<file path="config.mk">
export PLATFORM = sky130hd
export DESIGN_NAME = tholin_mac_seq_flat
export DESIGN_NICKNAME = d
export VERILOG_FILES = /design/src/rtl/tholin_mac_pkg.sv /design/src/rtl/tholin_mac_if.sv /design/src/rtl/tholin_mac_acc.sv /design/src/rtl/tholin_mac_seq.sv /design/src/flat_wrapper.sv
export SDC_FILE = /design/constraint.sdc
export NUM_CORES = 1
export LEC_CHECK = 0
export ABC_AREA = 1
export CAP_MARGIN = 20
export CORE_MARGIN = 1.5
export CORE_UTILIZATION = 30
export CTS_CLUSTER_DIAMETER = 30
export CTS_CLUSTER_SIZE = 24
export DETAILED_ROUTE_END_ITERATION = 16
export DONT_BUFFER_PORTS = 1
export GPL_ROUTABILITY_DRIVEN = 0
export HOLD_SLACK_MARGIN = 0.05
export PLACE_DENSITY = 0.48
export RECOVER_POWER = 25
export SLEW_MARGIN = 20
export SYNTH_ARGS = -nofsm -noshare
export SYNTH_HDL_FRONTEND = slang
export SYNTH_SLANG_ARGS = --single-unit
</file>
<file path="constraint.sdc">
create_clock -name clk -period 2 [get_ports clk]
set_clock_uncertainty 0.15 [all_clocks]
set_input_delay 0.4 -clock clk [delete_from_list [all_inputs] [get_ports clk]]
set_output_delay 0.4 -clock clk [all_outputs]
set_load 0.005 [all_outputs]
</file>
<file path="src/rtl/tholin_mac_pkg.sv">
// tholin_mac_pkg: shared types and constants for the sequential MAC
// wrapped around the combinational 4x4 multiplier.
package tholin_mac_pkg;

    typedef enum logic [1:0] {
        LOAD,
        MUL,
        DONE
    } state_e;

    localparam int OPW       = 4;
    localparam int PRODW     = 8;
    localparam int ACC_W_DEF = 16;
    localparam int CNT_W_DEF = 8;

endpackage

</file>
<file path="src/rtl/tholin_mac_if.sv">
// tholin_mac_if: operand input and result output handshakes of the MAC.
// master = producer/consumer side, slave = the MAC block.
interface tholin_mac_if
    import tholin_mac_pkg::*;
#(
    parameter int ACC_W = ACC_W_DEF,
    parameter int CNT_W = CNT_W_DEF
) ();

    logic             in_valid;
    logic             in_ready;
    logic [OPW-1:0]   in_a;
    logic [OPW-1:0]   in_b;
    logic             in_last;
    logic             out_valid;
    logic             out_ready;
    logic [ACC_W-1:0] out_acc;
    logic [CNT_W-1:0] out_cnt;
    logic             out_ovf;

    modport master (
        output in_valid, in_a, in_b, in_last, out_ready,
        input  in_ready, out_valid, out_acc, out_cnt, out_ovf
    );

    modport slave (
        input  in_valid, in_a, in_b, in_last, out_ready,
        output in_ready, out_valid, out_acc, out_cnt, out_ovf
    );

endinterface

</file>
<file path="src/rtl/tholin_mac_acc.sv">
// tholin_mac_acc: accumulator adder with carry-out and optional saturation
// (TMBOC_MAC_SATURATE_EN). Ports: acc, mul_r, en in; next_acc, carry out.
module tholin_mac_acc
    import tholin_mac_pkg::*;
#(
    parameter int ACC_W = ACC_W_DEF
) (
    input  logic [ACC_W-1:0] acc,
    input  logic [PRODW-1:0] mul_r,
    input  logic             en,
    output logic [ACC_W-1:0] next_acc,
    output logic             carry
);

    logic [ACC_W:0] sum;

    always_comb begin
        sum      = {1'b0, acc} + (ACC_W+1)'(mul_r);
        carry    = en & sum[ACC_W];
        next_acc = acc;
        if (en) begin
`ifdef TMBOC_MAC_SATURATE_EN
            // once pinned at max, any further non-zero term carries again
            next_acc = sum[ACC_W] ? '1 : sum[ACC_W-1:0];
`else
            next_acc = sum[ACC_W-1:0];
`endif
        end
    end

endmodule

</file>
<file path="src/rtl/tholin_mac_seq.sv">
// tholin_mac_seq: sequential MAC front/back end for main_mul. Ports: clk,
// rst_n, bus (tholin_mac_if.slave), mul_a/mul_b out, mul_r in. Optional
// saturation via TMBOC_MAC_SATURATE_EN (wraps mod 2^ACC_W otherwise).
module tholin_mac_seq
    import tholin_mac_pkg::*;
#(
    parameter int ACC_W = ACC_W_DEF,
    parameter int CNT_W = CNT_W_DEF
) (
    input  logic             clk,
    input  logic             rst_n,
    tholin_mac_if.slave      bus,
    output logic [OPW-1:0]   mul_a,
    output logic [OPW-1:0]   mul_b,
    input  logic [PRODW-1:0] mul_r
);

    state_e           state_q;
    state_e           state_d;
    logic [ACC_W-1:0] acc_q;
    logic [ACC_W-1:0] acc_next;
    logic [CNT_W-1:0] cnt_q;
    logic [CNT_W-1:0] cnt_inc;
    logic             ovf_q;
    logic             last_q;
    logic             carry;
    logic             accept;
    logic             acc_en;
    logic             in_ready;
    logic             out_valid;

    assign cnt_inc = cnt_q + CNT_W'(1);

    tholin_mac_acc #(.ACC_W(ACC_W)) u_acc (
        .acc      (acc_q),
        .mul_r    (mul_r),
        .en       (acc_en),
        .next_acc (acc_next),
        .carry    (carry)
    );

    always_comb begin
        state_d   = state_q;
        accept    = 1'b0;
        acc_en    = 1'b0;
        in_ready  = 1'b0;
        out_valid = 1'b0;
        unique case (state_q)
            LOAD: begin
                in_ready = 1'b1;
                if (bus.in_valid) begin
                    accept  = 1'b1;
                    state_d = MUL;
                end
            end
            MUL: begin
                acc_en = 1'b1;
                // a full counter closes the accumulation even without last
                if (last_q || cnt_inc == '1)
                    state_d = DONE;
                else
                    state_d = LOAD;
            end
            DONE: begin
                out_valid = 1'b1;
                if (bus.out_ready)
                    state_d = LOAD;
            end
            default: state_d = LOAD;
        endcase
    end

    always_ff @(posedge clk or negedge rst_n) begin
        if (!rst_n) begin
            state_q <= LOAD;
            mul_a   <= '0;
            mul_b   <= '0;
            last_q  <= 1'b0;
            acc_q   <= '0;
            cnt_q   <= '0;
            ovf_q   <= 1'b0;
        end else begin
            state_q <= state_d;
            if (accept) begin
                mul_a  <= bus.in_a;
                mul_b  <= bus.in_b;
                last_q <= bus.in_last;
            end
            if (acc_en) begin
                acc_q <= acc_next;
                cnt_q <= cnt_inc;
                ovf_q <= ovf_q | carry;
            end else if (out_valid && bus.out_ready) begin
                acc_q <= '0;
                cnt_q <= '0;
                ovf_q <= 1'b0;
            end
        end
    end

    assign bus.in_ready  = in_ready;
    assign bus.out_valid = out_valid;
    assign bus.out_acc   = acc_q;
    assign bus.out_cnt   = cnt_q;
    assign bus.out_ovf   = ovf_q;

endmodule

</file>
<file path="src/flat_wrapper.sv">
// flat-port wrapper written by rule: the top's interface ports become plain ports
module tholin_mac_seq_flat import tholin_mac_pkg::*;
#(
    parameter int ACC_W = ACC_W_DEF,
    parameter int CNT_W = CNT_W_DEF
)
  (clk, rst_n, mul_a, mul_b, mul_r, bus_in_valid, bus_in_a, bus_in_b, bus_in_last, bus_out_ready, bus_in_ready, bus_out_valid, bus_out_acc, bus_out_cnt, bus_out_ovf);
  tholin_mac_if #(.ACC_W(ACC_W), .CNT_W(CNT_W)) bus_i ();
  input  logic clk;
  input  logic rst_n;
  output logic [OPW-1:0] mul_a;
  output logic [OPW-1:0] mul_b;
  input  logic [PRODW-1:0] mul_r;
  input wire logic [$bits(bus_i.in_valid)-1:0] bus_in_valid;
  input wire logic [$bits(bus_i.in_a)-1:0] bus_in_a;
  input wire logic [$bits(bus_i.in_b)-1:0] bus_in_b;
  input wire logic [$bits(bus_i.in_last)-1:0] bus_in_last;
  input wire logic [$bits(bus_i.out_ready)-1:0] bus_out_ready;
  output wire logic [$bits(bus_i.in_ready)-1:0] bus_in_ready;
  output wire logic [$bits(bus_i.out_valid)-1:0] bus_out_valid;
  output wire logic [$bits(bus_i.out_acc)-1:0] bus_out_acc;
  output wire logic [$bits(bus_i.out_cnt)-1:0] bus_out_cnt;
  output wire logic [$bits(bus_i.out_ovf)-1:0] bus_out_ovf;
  assign bus_i.in_valid = bus_in_valid;
  assign bus_i.in_a = bus_in_a;
  assign bus_i.in_b = bus_in_b;
  assign bus_i.in_last = bus_in_last;
  assign bus_i.out_ready = bus_out_ready;
  assign bus_in_ready = bus_i.in_ready;
  assign bus_out_valid = bus_i.out_valid;
  assign bus_out_acc = bus_i.out_acc;
  assign bus_out_cnt = bus_i.out_cnt;
  assign bus_out_ovf = bus_i.out_ovf;
  tholin_mac_seq #(.ACC_W(ACC_W), .CNT_W(CNT_W)) u_core (.clk(clk), .rst_n(rst_n), .bus(bus_i), .mul_a(mul_a), .mul_b(mul_b), .mul_r(mul_r));
endmodule
</file>
Word-level counts from Yosys, hierarchy flattened --
Cells that the tools add are included.
Storage, ports and cells: word-level logic and storage cells 36, bits in registers 36, input bits 21
Cells by class: eq/ne operators 5, $add $sub $neg 2, muxes and demuxes 15, reduce and logical (&&, ||, !) cells 5, bitwise operators 2
Operators by type and width (number):
- 16-bit 2-to-1 mux | 2
- 16-bit by 8-bit adder with 17-bit output | 1
- 8-bit 2-to-1 mux | 2
- 8-bit by 1-bit adder with 8-bit output, second input constant | 1
- 8-bit equality test, second input constant | 1
- 1-bit 2-to-1 mux | 7
- 2-bit 2-to-1 mux | 3
- 2-bit one-hot mux with 3 select lines | 1
- 2-bit != test, second input constant | 2
- 2-bit by 1-bit equality test with 1-bit output, second input constant | 1
- 2-bit equality test, second input constant | 1
- 2-bit zero test | 1
- 2-bit AND reduction | 1
- 2-bit nonzero test | 1
- 1-bit AND | 1
- 1-bit logical AND | 1
- 1-bit logical OR | 1
- 1-bit bitwise OR | 1

Logic depth before layout (Yosys ltp) --
Gate-level depths: netlist (run 1).
depth after elaboration 5, mapped depth 12

Cells and area by module --
A second synthesis (run 1) with hierarchy kept.
Second synthesis, totals: cell total of the unflattened synthesis 318, area total of the unflattened synthesis 2373.5 sq um
By module, submodules not included:
- tholin_mac_seq | area an instance 1545.2 sq um, seq. area each 900.9 sq um, cells each 155, instances 1
- tholin_mac_acc | area an instance 828.3 sq um, seq. area each 0.0 sq um, cells each 163, instances 1

Worst setup path before layout (run 1) --
No wires, ideal clock.
path kind input port to flip-flop, start point in mul_r[0], end point reg u_core.acc_q[8] (netlist: u_core.bus.out_acc[8]), data required time 1733 ps, stages 11, arrival time 1589 ps, path slack 144 ps, cells stage by stage ha_1 > inv_1 > fa_1 > inv_1 > nand2_2 > a21oi_4 > nand2_2 > nand2_4 > nand2_1 > o21ai_1 > inv_1
Between the ends: cells in the longest elaborated chain, start to end 2
Ends and longest elaborated chain:
- start, declared | RTL line flat_wrapper.sv:13 | input logic [PRODW-1:0] mul_r;
- 16-bit by 8-bit adder with 17-bit output | RTL line tholin_mac_acc.sv:18 | sum = {1'b0, acc} + (ACC_W+1)'(mul_r);
- 16-bit 2-to-1 mux | RTL line tholin_mac_seq.sv:89 | if (acc_en) begin
- end signal, assigned | RTL line tholin_mac_seq.sv:90 | acc_q <= acc_next;
- end, declared | RTL line tholin_mac_seq.sv:20 | logic [ACC_W-1:0] acc_q;
Every way passes these cells. A chain may end at the register's enable or synchronous reset.

Worst setup path after layout (run 1) --
start point reg u_core.acc_q[0] (netlist: u_core.bus.out_acc[0]), end point reg u_core.acc_q[8] (netlist: u_core.bus.out_acc[8])
Between the ends: cells in the longest elaborated chain, start to end 2
Ends and longest elaborated chain (RTL line):
- 16-bit by 8-bit adder with 17-bit output | tholin_mac_acc.sv:18
- 16-bit 2-to-1 mux | tholin_mac_seq.sv:89
Every way passes these cells.

==> flow_summary.ini, run 1 <==
[run_status]
status = completed

[clock_tree]
cts.sinks = 36
cts_tree = yes
clockRootBuffer = clkbuf_8
worstSkewPairLatency_ns = 0.29
clk_pin_slew_ns = 0.09
cts_buffers = 5
htreeDepth = 2
clk_path_buf_depth = 2

[timing]
setup_viol = 0
hold_ws_ns = 0.0697
tightest_slew_ns = 0.927
min_period_ns = 1.90
max_freq_mhz = 528
slew_headroom_pct = 38.2
slew_violations = 0
period_share_pct = 94.8
setup_tns_ns = 0
hold_violations = 0
rsz0062_at_grt = false

[die]
floorplan.initialDensity_pct = 31.0
io-pin-count = 56
dieHeight_um = 87.1
die_area_um2 = 7580
die_w_um = 87.1
rows = 30
coreArea_um2 = 6830

[power]
p_comb_share_pct = 45.7
power_frac_clock_pct = 15.7
p_total_mw = 3.43
p_sw_share_pct = 45.1
pwr-share-seq_pct = 38.7
max-vdd-ir-drop_mv = 0.486
p_leak_nw = 1.21
p_per_area_nw_per_um2 = 1410
p_int_mw = 1.88
netSwitchingPower_mw = 1.55

[route]
drt-total-wl_mm = 4.93
firstDrtPassIters = 4
postRouteAntennaNets = 0
wire_per_inst_um = 12.7
num_vias = 1746
drt_iter0_markers = 59
via_per_inst = 4.51
drcViolationCount = 0

[flow_run]
cap_violations = 0

[setup_path]
cp_data_arrival_time_ns = 1.93
worst-path-buf-inv = 3
cpLargestDelayFamily = adder cells
critPathSlowestCell = dfrtp_1
crit_chain = ha_2 -> inv_1 -> fa_2 -> inv_2 -> nand2_2 -> a21oi_4 -> nand2_2 -> nand2_4 -> nand2_1 -> o21ai_1 -> inv_1
critical_path_depth = 11
crit_type = flop to flop
r2r_cells = 11
worstSetupStartpointType = flop
crit_required_ns = 2.04
slowest_delay_ns = 0.37
cp-end-kind = flop
r2r_slack_ns = 0.10
crit_fanout = 6

[finish]
regArea_um2 = 901
syn_to_final_growth_pct = 14.9
finalNetCount = 322
insertedDiodeCount = 0
multi_input_area_um2 = 1120
layout-drive-gt1-share_pct = 15.1
fillers = 745

[global_route]
grt_max_degree = 37
grt_overflow = 0
track_usage_pct = 14.0
antenna_found_initial = 0
grt_pass1_vias = 1710
grt_pass1_wl_mm = 8.14

[synth]
syn_area_um2 = 2120
synth-simple-area-share_pct = 33.2
synthXorXnorAreaFrac_pct = 2.48
synthAdderAreaFrac_pct = 6.84
seq_area_frac_synth_pct = 42.5
synthCells = 275
ys_warn_count = 0
syn_avg_cell_area_um2 = 7.71
ys_types = 33
synth_seq_cells = 36
syn_nets = 307
synth_top_family_by_area = simple AND/OR/NAND/NOR gates
muxShareOfSynthArea_pct = 0
synth_compound_area_share_pct = 7.91

[placed_design]
hpwl_mm = 3.55
io_buffer_count = 0

[min_path]
hp-class = input pin to flop
hold_depth = 2
==> metal layers <==
layer	track usage, %	vias up	wire (µm)
met5	0	-	0
met4	3.52	0	31
met3	4.74	2	341
met2	22.6	44	2220
met1	17.8	796	2330
li1	-	904	-
==> sequential cells by signal (all words and copies together) (netlist names) <==
signal	cells
u_core.mul_a	4
u_core.bus.out_ovf	1
u_core.state_q	2
u_core.mul_b	4
u_core.bus.out_acc	16
u_core.last_q	1
u_core.bus.out_cnt	8
==> layout by cell type, fill, tap and decap left out, types with 4 or more instances in the layout <==
cell	netlist	layout
buf_4	1	8
clkbuf_8	0	5
dfrtp_1	36	36
ha_1	10	7
inv_1	29	28
inv_2	6	7
nand2_1	100	100
nand2_2	4	4
nand3_1	14	14
nand4_1	5	5
nor2_1	19	19
o21ai_1	13	14
o22ai_1	4	4
==> repair_timing <==
item | 4_1_cts | 5_1_grt
endpoints found under the setup margin | 0 | 7
hold buffers | 2 | 0
buffers inserted | 0 | 4
endpoints found under the hold margin | 36 | 0
resized for setup | 0 | 9
==> logic make-up after synthesis <==
logic type / count (synthesis)
xor+xnor: 6
simple gates: 157
flops: 36
compound gates: 28
fa+ha+maj: 11
buf+inv: 37
==> area by class of cell <==
type                    instances  share of cell area (%)
well taps                      96                    4.93
clock buffers                   5                    2.82
flip-flops and latches         36                    37.0
multi-input cells             202                    45.8
clock inverters                 3                   0.976
inverters                      35                    5.39
repair buffers                 10                    3.08
==> power by group through the flow <==
stage	clock (mW)	sequential [mW]	combinational (mW)
global route	0.599	1.37	1.82
detailed placement	0	1.33	1.47
floorplan	0	1.26	1.17
finish	0.537	1.33	1.57
global placement	0	1.33	1.47
CTS	0.578	1.32	1.50
==> metrics by stage <==
step	cells	cell area (µm²)	util (%)	setup slack [ns]
2_1_floorplan	275	2120	-	0.144
3_3_place_gp	373	2250	33.0	0.0717
3_5_place_dp	373	2250	33.0	0.0323
4_1_cts	383	2370	34.8	0.0561
5_1_grt	387	2440	35.7	0.0119
6_report	387	2440	35.7	0.104
==> cell usage after synthesis <==
cell type	number	area, µm²
fa_1	1	20.0
a22o_1	1	8.76
ha_1	10	125
xor2_1	3	26.3
nand2_4	2	22.5
nand3_1	14	70.1
nor3_1	2	10.0
o21ai_1	13	65.1
nor3b_2	1	12.5
o31ai_1	1	7.51
nor2_1	19	71.3
a21oi_1	2	10.0
a21boi_1	1	7.51
o21ai_0	4	20.0
xnor2_1	3	26.3
o22ai_1	4	25.0
a21o_1	1	7.51
nand3_2	2	20.0
buf_4	1	7.51
nor3_4	1	16.3
or2_1	1	6.26
nand2_1	100	375
dfrtp_1	36	901
a21oi_4	1	16.3
nand3b_1	1	7.51
nor3b_1	2	15.0
buf_6	1	11.3
and2_4	1	8.76
inv_2	6	22.5
nand2_2	4	25.0
nor2_2	2	12.5
inv_1	29	109
nand4_1	5	31.3
==> final timing paths <==
kind                                              startpoint                                 to
setup / recovery           u_core.bus.out_acc[0]$_DFFE_PN0P_  u_core.bus.out_acc[8]$_DFFE_PN0P_
hold / removal                                   bus_in_a[2]        u_core.mul_a[2]$_DFFE_PN0P_
setup reg to reg           u_core.bus.out_acc[0]$_DFFE_PN0P_  u_core.bus.out_acc[8]$_DFFE_PN0P_
hold reg to reg                    u_core.last_q$_DFFE_PN0P_          u_core.last_q$_DFFE_PN0P_
max in group asynchronous                              rst_n  u_core.bus.out_cnt[6]$_DFFE_PN0P_
min in group asynchronous                              rst_n  u_core.bus.out_acc[4]$_DFFE_PN0P_
No activity file was read; power rests on OpenSTA's default activity.
==> run 2: changes to the inputs <==
CELL_PAD_IN_SITES_DETAIL_PLACEMENT = 0   (was default)
CELL_PAD_IN_SITES_GLOBAL_PLACEMENT = 1   (was default)
PLACE_DENSITY = 0.6   (was 0.48)
==> flow_summary.ini, run 2 (synthesized netlist as in run 1, its figures left out) <==
[clock_tree]
cts_buffers = 5
cts_tree = yes
worstSkewPairLatency_ns = 0.29
htreeDepth = 2
clk_path_buf_depth = 2
cts.sinks = 36
clk_pin_slew_ns = 0.08
clockRootBuffer = clkbuf_8

[timing]
min_period_ns = 1.90
period_share_pct = 94.8
max_freq_mhz = 528
slew_violations = 0
setup_viol = 0
fin_ws_ns = 0.104
slew_headroom_pct = 35.7
tightest_slew_ns = 0.964
hold_violations = 0

[die]
coreArea_um2 = 6830
floorplan.initialDensity_pct = 31.0
dieHeight_um = 87.1
io-pin-count = 56
rows = 30
die_w_um = 87.1
die_area_um2 = 7580

[route]
num_vias = 1771
drcViolationCount = 0
postRouteAntennaNets = 0
wire_per_inst_um = 13.2
via_per_inst = 4.59
firstDrtPassIters = 4
drt-total-wl_mm = 5.08
drt_iter0_markers = 58

[setup_path]
critPathSlowestCell = dfrtp_1
cpLargestDelayFamily = adder cells
slowest_delay_ns = 0.36
worst-path-buf-inv = 3
cp_data_arrival_time_ns = 1.93
crit_type = flop to flop
crit_fanout = 6
worstSetupStartpointType = flop
cp-end-kind = flop
crit_chain = ha_2 -> inv_1 -> fa_2 -> inv_2 -> nand2_4 -> a21oi_4 -> nand2_2 -> nand2_4 -> nand2_1 -> o21ai_1 -> inv_1
crit_required_ns = 2.03

[run_status]
status = completed

[global_route]
track_usage_pct = 14.5
grt_pass1_vias = 1740
grt_pass1_wl_mm = 8.42
grt_max_degree = 37
grt_overflow = 0
antenna_found_initial = 0

[finish]
largest_reg_flops = 16
finalNetCount = 321
layout-drive-gt1-share_pct = 14.5
mostFrequentLayoutCell = nand2_1
final_cell_mix = nand2_1 (99), dfrtp_1 (36), inv_1 (28)
syn_to_final_growth_pct = 13.5
fin_cells = 386
insertedDiodeCount = 0

[placed_design]
place_inst = 373
hpwl_mm = 3.65
io_buffer_count = 0
pre_cts_slack_ns = 0.0109

[power]
p_per_area_nw_per_um2 = 1420
p_leak_nw = 1.22
max-vdd-ir-drop_mv = 0.389

[flow_run]
cap_violations = 0

[min_path]
hp-class = input pin to flop
==> run 2: changes by cell type in the layout (fill, tap and decap cells not counted), sizes merged <==
cell      before  now
clkinvlp       2    0
clkinv         1    3
buf            8    7
==> run 2: cell type report <==
cell class	count	area, µm²
clock buffers	5	68.8
clock inverters	3	18.8
fillers	747	4430
inverters	35	131
multi-input cells	202	1100
flip-flops and latches	36	901
well taps	96	120
repair buffers	9	67.6
==> run 2: stage by stage <==
stage / hold WS (ns) / instance area (µm²) / utilization, % / setup TNS, ns / total power, mW
2_1_floorplan: -0.0456 / 2120 / - / 0 / 2.43
4_1_cts: 0.0564 / 2370 / 34.7 / 0 / 3.40
6_report: 0.0674 / 2410 / 35.2 / 0 / 3.41
3_3_place_gp: -0.0449 / 2250 / 33.0 / 0 / 2.82
5_1_grt: 0.0581 / 2410 / 35.2 / -0.0241 / 3.75
3_5_place_dp: -0.0451 / 2250 / 33.0 / 0 / 2.82
==> run 2: path summary, 6_finish.rpt <==
check,from,endpoint,slack [ns],cells after the start
min in group asynchronous,rst_n,u_core.bus.out_cnt[6]$_DFFE_PN0P_,0.67,2
hold reg to reg,u_core.last_q$_DFFE_PN0P_,u_core.last_q$_DFFE_PN0P_,0.33,2
hold / removal,bus_in_a[1],u_core.mul_a[1]$_DFFE_PN0P_,0.07,2
setup / recovery,u_core.bus.out_acc[0]$_DFFE_PN0P_,u_core.bus.out_acc[8]$_DFFE_PN0P_,0.10,11
setup reg to reg,u_core.bus.out_acc[0]$_DFFE_PN0P_,u_core.bus.out_acc[8]$_DFFE_PN0P_,0.10,11
max in group asynchronous,rst_n,u_core.bus.out_acc[7]$_DFFE_PN0P_,0.44,2
==> run 2: where the power goes <==
part	internal [mW]	switching (mW)	leakage (nW)
registers	1.01	0.302	0.464
logic	0.597	0.966	0.708
clock network	0.243	0.290	0.0479
==> run 2: routing by layer <==
| layer | up-vias | part of all wire, % | track usage, % |
|---|---|---|---|
| met3 | 2 | 6.2 | 4.83 |
| met1 | 818 | 48 | 18.7 |
| met5 | - | 0 | 0 |
| met2 | 45 | 45 | 23.0 |
| met4 | 0 | 0.61 | 3.96 |
| li1 | 906 | - | - |
==> run 2: timing repair <==
action / 4_1_cts / 5_1_grt
hold buffers: 2 / 0
resized for setup: 0 / 8
setup endpoints to repair: 0 / 10
setup buffers: 0 / 3
endpoints found under the hold margin: 36 / 0
==> run 3: changes to the inputs <==
SETUP_SLACK_MARGIN = 0.05   (was default)
TNS_END_PERCENT = 10   (was default)
==> flow_summary.ini, run 3 (synthesized netlist as in run 1, its figures left out) <==
[run_status]
status = completed

[setup_path]
crit_chain = ha_2 -> inv_1 -> fa_2 -> inv_2 -> nand2_4 -> a21oi_4 -> nand2_2 -> nand2_4 -> nand2_2 -> o21ai_1 -> inv_1
cp-end-kind = flop
worstSetupStartpointType = flop
critical_path_depth = 11
startpoint = u_core.bus.out_acc[0]$_DFFE_PN0P_
rr_startpoint = u_core.bus.out_acc[0]$_DFFE_PN0P_
r2r_cells = 11
worst-path-buf-inv = 3
crit_required_ns = 2.04
crit_type = flop to flop
cpLargestDelayFamily = adder cells
r2r_slack_ns = 0.12
crit_end = u_core.bus.out_acc[8]$_DFFE_PN0P_
critPathSlowestCell = dfrtp_1
timing.rr.end = u_core.bus.out_acc[8]$_DFFE_PN0P_
cp_data_arrival_time_ns = 1.92
crit_fanout = 6
slowest_delay_ns = 0.36

[placed_design]
io_buffer_count = 0
place_inst = 373
hpwl_mm = 3.65

[timing]
slew_violations = 0
setup_viol = 0
setup_tns_ns = 0
max_freq_mhz = 532
hold_violations = 0
period_share_pct = 94.0
tightest_slew_ns = 0.956
rsz0062_at_grt = true
slew_headroom_pct = 36.3
min_period_ns = 1.88

[route]
wire_per_inst_um = 13.4
postRouteAntennaNets = 0
firstDrtPassIters = 4
drcViolationCount = 0
num_vias = 1792
drt-total-wl_mm = 5.20
drt_iter0_markers = 56
via_per_inst = 4.63

[finish]
mostFrequentLayoutCell = nand2_1
final_cell_mix = nand2_1 (98), dfrtp_1 (36), inv_1 (28)
largest_reg_flops = 16
insertedDiodeCount = 0
layout-drive-gt1-share_pct = 17.2
syn_to_final_growth_pct = 16.2
fin_cells = 387
finalNetCount = 322

[global_route]
grt_pass1_vias = 1770
grt_max_degree = 37
grt_util_met3_pct = 4.83
grt_pass1_wl_mm = 8.51
grt_use_met2_pct = 23.3
grtUsageMet1_pct = 18.8
grt_overflow = 0
antenna_found_initial = 0
track_usage_pct = 14.6
grt_busiest_layer = met2

[clock_tree]
cts_buffers = 5
clk_pin_slew_ns = 0.08
clockRootBuffer = clkbuf_8
worstSkewPairLatency_ns = 0.29
htreeDepth = 2
cts_tree = yes
clk_path_buf_depth = 2
cts.sinks = 36

[die]
die_area_um2 = 7580
io-pin-count = 56
rows = 30
floorplan.initialDensity_pct = 31.0
dieHeight_um = 87.1
coreArea_um2 = 6830
die_w_um = 87.1

[min_path]
hp-class = input pin to flop

[flow_run]
cap_violations = 0

[power]
p_leak_nw = 1.22
p_total_mw = 3.52
p_per_area_nw_per_um2 = 1430
max-vdd-ir-drop_mv = 0.391
## run 3: power by group
part           leakage (nW)  internal, mW  switching [mW]
sequential            0.464          1.01           0.320
combinational         0.709         0.663           0.986
clock                0.0479         0.243           0.294
## run 3: final cells by class
cell class	instances	area (µm²)
Tap cell	96	120
Multi-Input combinational cell	202	1150
Fill cell	743	4370
Sequential cell	36	901
Timing Repair Buffer	10	75.1
Clock buffer	5	68.8
Inverter	35	131
Clock inverter	3	18.8
## run 3: metrics by stage
stage               area, µm²  hold slack [ns]  setup slack [ns]  utilization, %
floorplan                2120          -0.0456             0.144               -
global placement         2250          -0.0449            0.0636            33.0
detailed placement       2250          -0.0451            0.0109            33.0
CTS                      2380           0.0564            0.0425            34.8
global route             2460           0.0581           0.00507            36.1
finish                   2460           0.0648             0.121            36.1
## run 3: worst min-delay path by stage
| stage | start | to | slack [ns] | cells after the start |
|---|---|---|---|---|
| 2_1_floorplan | rst_n | u_core.bus.out_acc[0]$_DFFE_PN0P_ | -0.05 | 0 |
| 4_1_cts | bus_in_last | u_core.last_q$_DFFE_PN0P_ | 0.06 | 2 |
| 3_3_place_gp | rst_n | u_core.mul_b[0]$_DFFE_PN0P_ | -0.04 | 0 |
| 5_1_grt | bus_in_b[3] | u_core.mul_b[3]$_DFFE_PN0P_ | 0.06 | 2 |
| 3_5_place_dp | rst_n | u_core.mul_b[0]$_DFFE_PN0P_ | -0.05 | 0 |
| 6_report | bus_in_a[1] | u_core.mul_a[1]$_DFFE_PN0P_ | 0.06 | 2 |
## run 3: what timing repair did
action	CTS	global route
endpoints found under the setup margin	3	10
endpoints found under the hold margin	36	0
hold buffers	2	0
resized for setup	1	14
buffers inserted	1	3
pin swaps	1	4
## run 3: metal layers
layer / wire, µm / up-vias
met5: 0 / -
met4: 42 / 0
met3: 335 / 5
met2: 2370 / 49
met1: 2440 / 827
li1: - / 911
## run 3: worst register-to-register path: stages (launching register included)
cell     delay [ns]
dfrtp_1        0.36
ha_2           0.19
inv_1          0.05
fa_2           0.33
inv_2          0.08
nand2_4        0.06
a21oi_4        0.14
nand2_2        0.08
nand2_4        0.09
nand2_2        0.06
o21ai_1        0.14
inv_1          0.05
